### config.mk
export PLATFORM = sky130hd
export DESIGN_NAME = add_64bit_core
export DESIGN_NICKNAME = d
export VERILOG_FILES = /design/src/rtl/add_pkg.sv /design/src/rtl/full_adder_1bit.sv /design/src/rtl/add_64bit_core.sv
export SDC_FILE = /design/constraint.sdc
export NUM_CORES = 1
export LEC_CHECK = 0
export CORE_AREA = 4 4 100 102
export DETAILED_ROUTE_END_ITERATION = 7
export DIE_AREA = 0 0 104 106
export PLACE_DENSITY = 0.86
export SLEW_MARGIN = 20
export SYNTH_ARGS = -nofsm -noshare
export SYNTH_HDL_FRONTEND = slang
export SYNTH_SLANG_ARGS = --single-unit
### constraint.sdc
create_clock -name clk -period 4 [get_ports clk]
set_input_delay 0.6 -clock clk [delete_from_list [all_inputs] [get_ports clk]]
set_output_delay 0.6 -clock clk [all_outputs]
set_load 0.005 [all_outputs]
### src/rtl/add_pkg.sv
// Shared definitions for the Execute-stage adder and the condition-code register.
package add_pkg;

    localparam int WIDTH = 64;

    localparam int CF_OF = 2;
    localparam int CF_SF = 1;
    localparam int CF_ZF = 0;

    typedef logic [2:0] cf_t;

endpackage

### src/rtl/full_adder_1bit.sv
// One-bit full adder cell; the core chains WIDTH of these into a ripple adder.
module full_adder_1bit (
    input  logic a,
    input  logic b,
    input  logic cin,
    output logic sum,
    output logic cout
);

    assign sum  = a ^ b ^ cin;
    assign cout = (a & b) | (cin & (a ^ b));

endmodule

### src/rtl/add_64bit_core.sv
// Registered two's-complement ripple adder with OF/SF/ZF condition flags.
// Operands are taken on every edge where in_valid is high and the registered result appears one cycle later.
module add_64bit_core #(
    parameter int WIDTH = add_pkg::WIDTH
) (
    input  logic             clk,
    input  logic             rst,
    input  logic             in_valid,
    input  logic [WIDTH-1:0] a,
    input  logic [WIDTH-1:0] b,
    output logic             out_valid,
    output logic [WIDTH-1:0] out,
    output logic [2:0]       cf_add
);

    import add_pkg::*;

    logic [WIDTH:0]   carry;
    logic [WIDTH-1:0] sum;
    cf_t              flags;

    assign carry[0] = 1'b0;

    for (genvar i = 0; i < WIDTH; i++) begin : g_ripple
        full_adder_1bit u_fa (
            .a    (a[i]),
            .b    (b[i]),
            .cin  (carry[i]),
            .sum  (sum[i]),
            .cout (carry[i+1])
        );
    end

    // Overflow is the carry disagreement across the sign bit; the final carry is otherwise dropped.
    always_comb begin
        flags        = '0;
        flags[CF_OF] = carry[WIDTH-1] ^ carry[WIDTH];
        flags[CF_SF] = sum[WIDTH-1];
        flags[CF_ZF] = ~|sum;
    end

    logic             out_valid_q, out_valid_d;
    logic [WIDTH-1:0] out_q, out_d;
    cf_t              cf_q, cf_d;

    always_comb begin
        out_valid_d = in_valid;
        out_d       = out_q;
        cf_d        = cf_q;
        if (in_valid) begin
            out_d = sum;
            cf_d  = flags;
        end
    end

    always_ff @(posedge clk or posedge rst) begin
        if (rst) begin
            out_valid_q <= 1'b0;
            out_q       <= '0;
            cf_q        <= '0;
        end else begin
            out_valid_q <= out_valid_d;
            out_q       <= out_d;
            cf_q        <= cf_d;
        end
    end

    assign out_valid = out_valid_q;
    assign out       = out_q;
    assign cf_add    = cf_q;

endmodule

==> run_results.csv <==
group,metric,value,unit
sta,worst_pin_slew,660.0,ps
critical_path,r2r_setup_slack,3210,ps
floorplanning,die_height,106,um
run,cap_viol_max_count,0,
run_status,violations,"negative setup slack",
synthesis,yosysSeqAreaShare,42.59,%
cells_and_area,fin_nets,645,
clocking,htree_levels,3,
clocking,clkSinkCount,67,
drt,vias_per_cell,5.064,
placed_design,io_buffers,198,
cells_and_area,post_route_cells_drive_above_1_share,37.22,%
critical_path,path_class,"primary input to register",
critical_path,crit_top_cell,"fa_2",
power_and_ir_drop,power_density,386.9,nW/um^2
sta,setup_violations,57,
synthesis,synth_area,3936,sq um
floorplanning,fp.dieW,104,um
power_and_ir_drop,p_total,2591,uW
sta,period_needed,23610,ps
drt,firstDrtPassIters,4,
sta,maxSlewViolCount,0,
clocking,ctsLongestPathBuffers,2,
run_status,outcome,"finished, violations left",
sta,fmax,42.35,MHz
global_routing,grt_max_degree,37,
global_routing,grt_remaining_overflow,0,
sta,fin_ws,-19610,ps
sta,rsz0062_at_grt,"yes",
critical_path,crit_path_top_delay_cell,"fa_2",
synthesis,yosysWarnings,0,
drt,wire_per_inst,20.08,um
cells_and_area,postLayoutCellArea,6696,sq um
synthesis,ys_ff_latch,67,
sta,fin_tns_setup,-567650,ps
power_and_ir_drop,vdd_drop_max,0.1832,mV
synthesis,synthTopCellsByArea,"dfrtp_1 (43%), fa_1 (32%), mux2_2 (18%), nor4_1 (1.6%), buf_2 (1.0%)",
drt,num_vias,2861,
clocking,clock_latency,320,ps
drt,drc,0,
synthesis,syn_inst,238,
synthesis,synth_nets,433,
sta,post-route-period-util,590.3,%
global_routing,grt_pass1_vias,3420,
floorplanning,dieArea,11020,sq um
drt,routed_wl,11340,um
synthesis,syn_area_per_cell,16.54,sq um
clocking,path_clk_slew,70,ps
sta,final-hold-violation-count,0,
synthesis,synth_top_cell_area_share,42.59,%
global_routing,grt_pass1_wl,17950,um
placed_design,dp_hpwl,9530,um
critical_path,worstPathRequired,4250,ps
power_and_ir_drop,p_leak,0.002677,uW
drt,postRouteAntennaNets,0,
clocking,cts_tree,"yes",
critical_path,end_kind,"register",
clocking,cts_buffers,9,
critical_path,startpoint_type,"primary input",
critical_path,worstPathArrival,23860,ps
sta,relSlewSlack,55.93,%
synthesis,yosys.cell_types.count,20,
global_routing,antenna_found_initial,0,
drt,drtIter0Drc,108,
synthesis,yosysTopAreaCell,"dfrtp_1",
floorplanning,rows,35,
placed_design,gp_congestion,0.8451,
critical_path,worstPathMaxFanout,2,
clocking,ctsHoldBuffers,0,
global_routing,track_usage,21.01,%
sta,fin_skew,0,ps
clocking,cts_root_buf,"clkbuf_8",
floorplanning,ios,199,
floorplanning,start_util,43.21,%
placed_design,dpl_cell_area,6459,sq um
critical_path,max_stage_delay,490,ps
worst_hold_path,hp-class,"register to register",
cells_and_area,syn_to_final_growth,70.12,%
floorplanning,coreArea,9109,sq um
cells_and_area,antenna-diode-count,0,
==> state kept, by name, summed over array words and instances (netlist names) <==
| name | cells |
|---|---|
| cf_add | 3 |
| out | 63 |
| out_valid | 1 |
==> per-layer routing <==
layer | global-route usage, % | wire [um] | up-vias
li1 | - | - | 1243
met1 | 23.07 | 4065 | 1487
met2 | 39.83 | 6335 | 117
met3 | 5.829 | 771 | 14
met4 | 5.603 | 172 | 0
met5 | 0 | 0 | -
==> metrics by stage <==
stage                     hold WS (ps)  std cells  worst slack (ps)  utilization (%)
after detailed placement         494.3        549            -20530            70.91
final                            510.8        565            -19610            73.52
after floorplan                  505.5        238            -19100                -
after CTS                        514.6        565            -19750            73.42
after global routing             519.3        565            -20090            73.52
after global placement           491.5        549            -20070            70.91
==> final cells by class <==
| type | count | area, sq um |
|---|---|---|
| timing repair buffer | 210 | 2093 |
| tap | 111 | 138.9 |
| multi-input combinational | 156 | 2586 |
| inverter | 6 | 22.52 |
| fill | 615 | 2412 |
| sequential | 67 | 1677 |
| clock buffer | 13 | 168.9 |
| clock inverter | 2 | 10.01 |
==> final timing paths <==
kind                                     start                    end  cells past startpoint
setup / recovery                          a[0]  cf_add[0]$_DFFE_PP0P_                     71
hold / removal             out[53]$_DFFE_PP0P_    out[53]$_DFFE_PP0P_                      1
setup reg to reg           out[38]$_DFFE_PP0P_    out[38]$_DFFE_PP0P_                      1
hold reg to reg            out[53]$_DFFE_PP0P_    out[53]$_DFFE_PP0P_                      1
max in group asynchronous                  rst    out[11]$_DFFE_PP0P_                      3
min in group asynchronous                  rst     out[2]$_DFFE_PP0P_                      2
==> cells in the mapped netlist, drive strengths merged <==
cell   count
nand3      1
inv        6
nand2      1
nor2       3
a21oi      2
or4        1
nor4b      2
o22ai      1
dfrtp     67
buf        9
mux2      63
fa        63
xnor2      1
nor4      13
nand4      3
nor3       1
ha         1
==> worst max-delay path, delay by kind of cell <==
family	cells	cell delay (ps)
AND/OR/NAND/NOR	3	730
buffers and inverters	3	200
AO/OA/AOI/OAI	1	100
adder cells (fa/ha/maj)	64	22220
==> logic make-up after synthesis <==
logic type               Yosys count  synth area share, %
XOR/XNOR                           1               0.2225
adder cells (fa/ha/maj)           64                32.36
AND/OR/NAND/NOR                   25                4.450
multiplexers                      63                18.02
buffers and inverters             15                1.780
flip-flops                        67                42.59
AO/OA/AOI/OAI                      3               0.5721
==> cells in the final DEF, fill, tap and decap left out, drive strengths merged <==
cell           instances
fa                    63
clkbuf                13
clkdlybuf4s50        193
buf                   16
mux2                  63
a21oi                  2
nand2                  1
xnor2                  1
clkdlybuf4s15          1
inv                    6
nor3                   1
nor2                   3
nand3                  1
dfrtp                 67
nand4                  3
clkinv                 2
or4                    1
o22ai                  1
nor4b                  2
ha                     1
nor4                  13
==> report_power, final <==
group	leakage (uW)	internal (uW)	switching (uW)	total (uW)
sequential	0.000785	840	97.6	938
clock	0.0000953	271	245	516
combinational	0.00180	765	372	1140
total	0.00268	1880	715	2590
==> repair_timing <==
item,4_1_cts,5_1_grt
setup buffers,1,4
gates resized for setup,24,8
endpoints found under the setup margin,58,57
pin swaps,8,7
Power figures use the tool's default switching activity.
